[config.mk]
export PLATFORM = sky130hd
export DESIGN_NAME = inner_fn_sched
export DESIGN_NICKNAME = d
export VERILOG_FILES = /design/src/rtl/inner_fn_sched.sv
export SDC_FILE = /design/constraint.sdc
export NUM_CORES = 1
export LEC_CHECK = 0
export ABC_AREA = 1
export CAP_MARGIN = 15
export CORE_ASPECT_RATIO = 0.5
export CORE_MARGIN = 2
export CORE_UTILIZATION = 44
export CTS_CLUSTER_SIZE = 10
export DETAILED_ROUTE_END_ITERATION = 7
export HOLD_SLACK_MARGIN = 0.08
export MAX_ROUTING_LAYER = met4
export PLACE_DENSITY_LB_ADDON = 0.05
export SETUP_SLACK_MARGIN = 0.3
export SLEW_MARGIN = 15
export SYNTH_ARGS = -nofsm -noshare
export SYNTH_HDL_FRONTEND = slang
export SYNTH_SLANG_ARGS = --single-unit
[constraint.sdc]
create_clock -name clock -period 3.95 [get_ports clock]
set_clock_uncertainty 0.15 [all_clocks]
set_input_delay 0.79 -clock clock [delete_from_list [all_inputs] [get_ports clock]]
set_output_delay 0.79 -clock clock [all_outputs]
set_load 0.02 [all_outputs]
[src/rtl/inner_fn_sched.sv]
// Streaming scheduler for the fixed-latency inner-function pipeline: credit-gated issue,
// in-order result FIFO with job framing. Optional checker: INNER_FN_SCHED_ERRCHK_EN.
module inner_fn_sched #(
  parameter int LATENCY    = 13,
  parameter int FIFO_DEPTH = 16,
  parameter int CNT_W      = 16
) (
  input  logic             clock,
  input  logic             aclr_n,
  input  logic             flush,
  input  logic             in_valid,
  output logic             in_ready,
  input  logic [31:0]      in_data,
  input  logic             in_last,
  output logic             out_valid,
  input  logic             out_ready,
  output logic [31:0]      out_data,
  output logic             out_last,
  output logic             pipe_clk_en,
  output logic             pipe_aclr,
  output logic             pipe_start,
  output logic [31:0]      pipe_dataa,
  input  logic             pipe_done,
  input  logic [31:0]      pipe_result,
  output logic             busy,
  output logic [CNT_W-1:0] job_len,
  output logic             err
);
  localparam int AW = $clog2(FIFO_DEPTH);
  localparam int CW = AW + 1;

  typedef enum logic [1:0] {IDLE, RUN, DRAIN} state_t;
  state_t state, state_nxt;

  logic [CW-1:0]      fifo_cnt, inflight;
  logic [AW-1:0]      wr_ptr, rd_ptr;
  logic [32:0]        mem [FIFO_DEPTH];
  logic [LATENCY-1:0] last_sr;
  logic               issue, retire, push, pop, full, has_credit;

  // Credit uses registered counters only, so out_ready never reaches in_ready.
  assign has_credit  = ({1'b0, fifo_cnt} + {1'b0, inflight}) < (CW+1)'(FIFO_DEPTH);
  assign in_ready    = (state != DRAIN) && has_credit && !flush && !pipe_aclr;
  assign issue       = in_valid && in_ready;
  assign pipe_start  = issue;
  assign pipe_dataa  = in_data;
  assign pipe_clk_en = aclr_n;

  // Completions landing in the flush cycle or the pipeline-clear cycle are discarded.
  assign retire    = pipe_done && !flush && !pipe_aclr;
  assign full      = (fifo_cnt == CW'(FIFO_DEPTH));
  assign out_valid = (fifo_cnt != '0);
  assign pop       = out_valid && out_ready;
  assign push      = retire && (!full || pop);
  assign out_data  = out_valid ? mem[rd_ptr][31:0] : 32'd0;
  assign out_last  = out_valid && mem[rd_ptr][32];
  assign busy      = (state != IDLE);

  always_ff @(posedge clock or negedge aclr_n) begin
    if (!aclr_n) state <= IDLE;
    else         state <= state_nxt;
  end

  always_comb begin
    state_nxt = state;
    if (flush) state_nxt = IDLE;
    else begin
      case (state)
        IDLE:    if (issue) state_nxt = in_last ? DRAIN : RUN;
        RUN:     if (issue && in_last) state_nxt = DRAIN;
        DRAIN:   if (pop && out_last) state_nxt = IDLE;
        default: state_nxt = IDLE;
      endcase
    end
  end

  always_ff @(posedge clock or negedge aclr_n) begin
    if (!aclr_n) begin
      fifo_cnt  <= '0;
      inflight  <= '0;
      wr_ptr    <= '0;
      rd_ptr    <= '0;
      last_sr   <= '0;
      job_len   <= '0;
      pipe_aclr <= 1'b1;
    end else begin
      pipe_aclr <= flush;
      if (flush) begin
        fifo_cnt <= '0;
        inflight <= '0;
        wr_ptr   <= '0;
        rd_ptr   <= '0;
        last_sr  <= '0;
      end else begin
        last_sr  <= {last_sr[LATENCY-2:0], issue && in_last};
        inflight <= inflight + CW'(issue) - CW'(retire && (inflight != '0));
        fifo_cnt <= fifo_cnt + CW'(push) - CW'(pop);
        if (push) wr_ptr <= wr_ptr + AW'(1);
        if (pop)  rd_ptr <= rd_ptr + AW'(1);
      end
      if (issue) job_len <= (state == IDLE) ? CNT_W'(1) : job_len + CNT_W'(1);
    end
  end

  always_ff @(posedge clock) begin
    if (push) mem[wr_ptr] <= {last_sr[LATENCY-1], pipe_result};
  end

`ifdef INNER_FN_SCHED_ERRCHK_EN
  logic [LATENCY-1:0] exp_sr;
  logic               err_q, err_hit;

  assign err_hit = !flush && !pipe_aclr &&
                   ((pipe_done != exp_sr[LATENCY-1]) ||
                    (pipe_done && (inflight == '0)) ||
                    (pipe_done && full && !pop));

  always_ff @(posedge clock or negedge aclr_n) begin
    if (!aclr_n) begin
      exp_sr <= '0;
      err_q  <= 1'b0;
    end else if (flush) begin
      exp_sr <= '0;
      err_q  <= 1'b0;
    end else begin
      exp_sr <= {exp_sr[LATENCY-2:0], issue};
      if (err_hit) err_q <= 1'b1;
    end
  end
  assign err = err_q;
`else
  assign err = 1'b0;
`endif
endmodule

**Yosys cells after proc, flatten, opt, wreduce, memory -nomap -nowiden**

Memories as Yosys holds them, arrays and structs flattened.
Index checks and enable logic that the tools add are counted.

- Equal/unequal tests: 7
- Reductions and logical operators: 23
- Mux-type cells: 17
- Add/subtract/negate cells: 8
- $lt $le $gt $ge: 1

Operators by type and width:

| kind | number |
|---|---|
| 32-bit 2-to-1 mux | 1 |
| 16-bit by 1-bit adder with 16-bit output (second input constant) | 1 |
| 16-bit 2-to-1 mux | 1 |
| 4-bit 2-to-1 mux | 4 |
| 13-bit 2-to-1 mux | 1 |
| 1-bit logical AND | 12 |
| 5-bit by 1-bit adder with 5-bit output | 2 |
| 2-bit 2-to-1 mux | 5 |
| 5-bit 2-to-1 mux | 2 |
| 5-bit nonzero test | 2 |
| 5-bit by 1-bit subtractor with 5-bit output | 2 |
| 3-bit inequality test (second input constant) | 3 |
| 4-bit by 1-bit adder with 4-bit output (second input constant) | 2 |
| 5-bit by 5-bit adder with 6-bit output | 1 |
| 6-bit by 5-bit < comparator with 1-bit output (second input constant) | 1 |
| 2-bit one-hot mux with 3 select lines | 1 |
| 2-bit nonzero test | 3 |
| 5-bit equality test (second input constant) | 1 |
| 1-bit zero test | 3 |
| 3-bit AND reduction | 1 |
| 2-bit by 1-bit equality test with 1-bit output (second input constant) | 1 |
| 2-bit equality test (second input constant) | 1 |
| 2-bit zero test | 1 |
| 1-bit 2-to-1 mux | 2 |
| other kinds (2) | 2 |

- RAM bits: 528
- Bits in registers: 50
- Output and inout port bits: 88
- Logic and storage cells: 65
- Memories kept: 1
- Input bits: 71

Memory list:

| memory | words | bits a word | rd ports | clocked after memory_dff | write ports | line | source |
|---|---|---|---|---|---|---|---|
| mem | 16 | 33 | 1 | 0 | 1 | 37 | `logic [32:0] mem [FIFO_DEPTH];` |

**Longest topological paths before layout**

- Depth after elaboration: 10
- Depth in mapped cells: 18
- Mapped depth without buffers: 18

**Worst setup path after synthesis**

Ideal clock, no wire load.

- Path type: input to register
- Start point: input flush
- End point: memory mem[11][0] (enable)
- Library setup time: 0.423 ns
- Buffers on the path: 1
- Required time: 3.377 ns
- Stages: 6
- Arrival: 2.936 ns
- Path slack: 0.441 ns
- Path through: buf_6 nor2_4 nand2_1 a21oi_2 nand2_1 nor2_1

- Longest elaborated chain between the ends: 6

RTL lines:

| item | line | source |
|---|---|---|
| from (decl) | 10 | `input logic flush,` |
| 1-bit zero test | 50 | `assign retire = pipe_done && !flush && !pipe_aclr;` |
| 1-bit logical AND (2 in series) | 50 |  |
| 1-bit logical AND | 54 | `assign push = retire && (!full \|\| pop);` |
| 1-bit 2-to-1 mux | 106 | `if (push) mem[wr_ptr] <= {last_sr[LATENCY-1], pipe_result};` |
| 1-bit 2-to-1 mux (implied by the code) | 106 |  |
| to (decl) | 37 |  |

Every way passes these cells.

**Worst setup path after layout**

- Start point: register rd_ptr[0]
- End point: output out_data[10]

- Longest elaborated chain between the ends: 2

RTL lines:

| item | line | source |
|---|---|---|
| from (decl) | 36 | `logic [AW-1:0] wr_ptr, rd_ptr;` |
| from (signal assigned) | 99 | `if (pop) rd_ptr <= rd_ptr + AW'(1);` |
| memory read 16 x 33 bit | - |  |
| 32-bit 2-to-1 mux | 55 | `assign out_data = out_valid ? mem[rd_ptr][31:0] : 32'd0;` |
| to (decl) | 17 | `output logic [31:0] out_data,` |

Every way passes these cells.

==> summary.txt <==
Area after DPL = 25500 um2
Final Cycle Share = 0.9185
Worst reg-to-reg setup slack = 0.86 ns
Final setup violating endpoints = 0
CP Capture Type = output pin
Sequential fraction of the synthesis area = 0.7234
Max H-tree Level = 3
Pre-CTS WS = 0.1339 ns
Clock latency on the worst-skew pair = 0.58 ns
Grt met2 use = 0.3564
Measured slew at the worst slew-check pin = 0.6450 ns
Max incr delay on CP = 0.57 ns
VDD IR max = 277.2 uV
Die height = 167.9 um
PnR worst setup slack = 0.3217 ns
HPWL Detailed = 33.01 mm
Number of I/O port buffers = 93
Number of global-route vias before repair = 15310
Max Slew Vio Count = 0
Footprint of the multi-input gates = 5533 um2
Vias = 15450
Max capacitance violation total = 0
Final hold violation count = 0
WS Path Type = register to output pin
Worst path bufs/invs = 4
Die X-Extent = 331.9 um
Syn avg cell area = 12.89 um2
Crit path DAT = 2.69 ns
Synth warnings = 0
Hold crit path type = input port to async pin
RSZ-0062 raised after global routing = yes
Syn nets = 1928
Switching part of the total = 0.3028
Yosys reg bits = 578
Share of post-route cells with drive strength above 1 = 0.1108
Slew HR = 0.5700
Row Count = 60
Final-stage net count = 2014
Final Cell Area = 27750 um2
Register Area = 17120 um2
Leakage = 0.009410 uW
Clock sinks = 578
Die Footprint = 55730 um2
CP max FO = 33
Syn Std Cell Area = 23650 um2
WL per Instance = 24.59 um
NetSw = 4998 uW
Synth top area cells = edfxtp_1 (67%), o21ai_0 (5.5%), nor2_1 (5.4%)
Largest net degree at the start of global routing = 85
Max Clk Rate = 275.6 MHz
Min Tclk post-route = 3.628 ns
Final TNS setup = 0 ns
Initial antenna violation count = 3
CTS tree = done
M1 GR Usage = 0.3484
M3 GR Usage = 0.03801
Yosys top cell by area = edfxtp_1
Area grow syn2layout = 17.34%
Internal power = 11510 uW
Worst EP required = 3.01 ns
Worst Setup Start Kind = register
CTS Hold Bufs = 0
Remaining DRCs = 0
Tot GR Track Use = 0.2404
Antenna Nets Post-Route = 0
CP top delay family = buffers and inverters
Worst-path clk slew = 0.06 ns
DRT iter0 DRCs = 1653
Most Crowded Layer GR = met2
Combinational Power Share = 0.256
Top cell type's share of synthesized area = 0.6705
Most frequent CP cell = buf_16
Synth unique cells = 42
Via-to-Cell Ratio = 5.836
Initial Utilization = 0.4424
Clk buf depth = 3
IO Pins = 159
Final wirelength = 65.11 mm
Status = finished clean
Drt pass-1 iters = 5
Clk root buf = clkbuf_16
# fillers = 4479
Final GP Congestion = 0.8144
Clock power share = 0.326
Power density cells = 595.0 nW/um2
CTS Buf Count = 67
Global route overflow = 0
Core region area = 53450 um2
Worst-path cell chain = clkinv_8, buf_16, buf_16, o21ai_0, o22ai_1, o21ai_1, a21oi_2, clkdlybuf4s15_2
Global-route wire length before repair = 96.62 mm
Mapped Cells = 1834
CP max stage cell = dfrtp_4
Sequential share of power = 0.418
-- cell usage after synthesis --
master	n
o21a_1	2
clkbuf_1	52
a21oi_1	41
edfxtp_1	528
o31ai_1	8
fa_1	2
a31oi_1	1
nor3_1	7
xnor2_1	3
conb_1	1
nor3b_1	1
a21oi_2	1
buf_8	3
clkbuf_2	8
a21o_1	2
ha_1	21
o21ai_1	28
dfstp_2	1
o22ai_1	26
buf_2	28
o221ai_1	102
nand3_1	79
nand3b_1	1
nor2_2	2
a21boi_4	1
inv_4	1
inv_2	1
nor2_4	1
or2_2	4
o21ai_0	261
dfrtp_1	49
nand2_4	1
nand2_1	83
clkinv_1	3
buf_4	43
xor2_1	9
buf_6	11
inv_1	64
nand4_1	8
nor2_1	340
buf_1	5
and2_1	1
-- per-stage QoR --
step | utilization | cells | power (uW) | hold WS [ns]
finish | 0.5191 | 2648 | 16510 | 0.1918
global route | 0.5191 | 2648 | 17240 | 0.2488
CTS | 0.5171 | 2637 | 16530 | 0.2135
detailed placement | 0.4771 | 2547 | 10940 | 0.2981
global placement | 0.4771 | 2547 | 10860 | 0.2877
floorplan | - | 1834 | 9445 | 0.2840
-- layer usage --
metal  share of wire  wire length (um)
met1            0.47             30390
met2            0.45             29200
met3           0.067              4393
met5               0                 0
met4           0.017              1128
-- registers in the layout, summed over array words and instances, names as in the netlist --
register   cells
pipe_aclr      1
state          2
fifo_cnt       5
job_len       16
mem          528
rd_ptr         4
inflight       5
wr_ptr         4
last_sr       13
-- cell usage in the layout, fill, tap and decap left out, drive strengths merged, types with 21 or more instances in the layout --
| cell | n |
|---|---|
| o22ai | 26 |
| o221ai | 102 |
| inv | 66 |
| ha | 21 |
| edfxtp | 528 |
| clkbuf | 91 |
| o21ai | 289 |
| a21oi | 42 |
| buf | 75 |
| clkdlybuf4s50 | 59 |
| nand2 | 84 |
| nand3 | 79 |
| dfrtp | 49 |
| nor2 | 343 |
-- timing repair --
action / CTS / global route
resized for setup: 88 / 45
endpoints found under the setup margin: 33 / 32
buffers inserted: 2 / 5
pin swaps: 2 / 5
cloned: 7 / 3
-- path summary, 6_finish.rpt --
path | from | to | depth (start not counted)
min | aclr_n | job_len[14]$_DFFE_PN0P_ | 2
min reg2reg | last_sr[0]$_DFF_PN0_ | last_sr[1]$_DFF_PN0_ | 2
max reg2reg | fifo_cnt[2]$_DFF_PN0_ | fifo_cnt[4]$_DFF_PN0_ | 19
min in group clock | last_sr[0]$_DFF_PN0_ | last_sr[1]$_DFF_PN0_ | 2
max | rd_ptr[0]$_DFFE_PN0P_ | out_data[10] | 8
max in group asynchronous | aclr_n | rd_ptr[1]$_DFFE_PN0P_ | 2
-- area by class of cell --
type | count | area share
sequential | 578 | 0.6169
multi-input combinational | 1037 | 0.1994
timing repair buffer | 167 | 0.07652
clock buffer | 79 | 0.06394
tap | 713 | 0.03215
inverter | 69 | 0.01024
clock inverter | 2 | 0.0006313
antenna | 3 | 0.0002706
-- power groups by stage --
stage	Clock, uW	Sequential [uW]	Combinational (uW)
floorplan	0	7000	2450
global placement	0	7020	3840
detailed placement	0	7020	3920
CTS	5490	6900	4140
global route	5720	6910	4610
finish	5380	6900	4220
-- cell families (layout without fill, tap and decap cells) --
| group | count (synthesis) | after routing | synth area share |
|---|---|---|---|
| DFF | 578 | 578 | 0.7234 |
| and+or+nand+nor | 528 | 528 | 0.09090 |
| AOI/OAI and AO/OA | 473 | 473 | 0.1197 |
| buffers and inverters | 219 | 317 | 0.04852 |
| adders and majority gates | 23 | 23 | 0.01280 |
| xor gates and xnor gates | 12 | 12 | 0.004445 |
| other | 1 | 4 | 0.0001586 |
(Power assumes the default switching activity.)
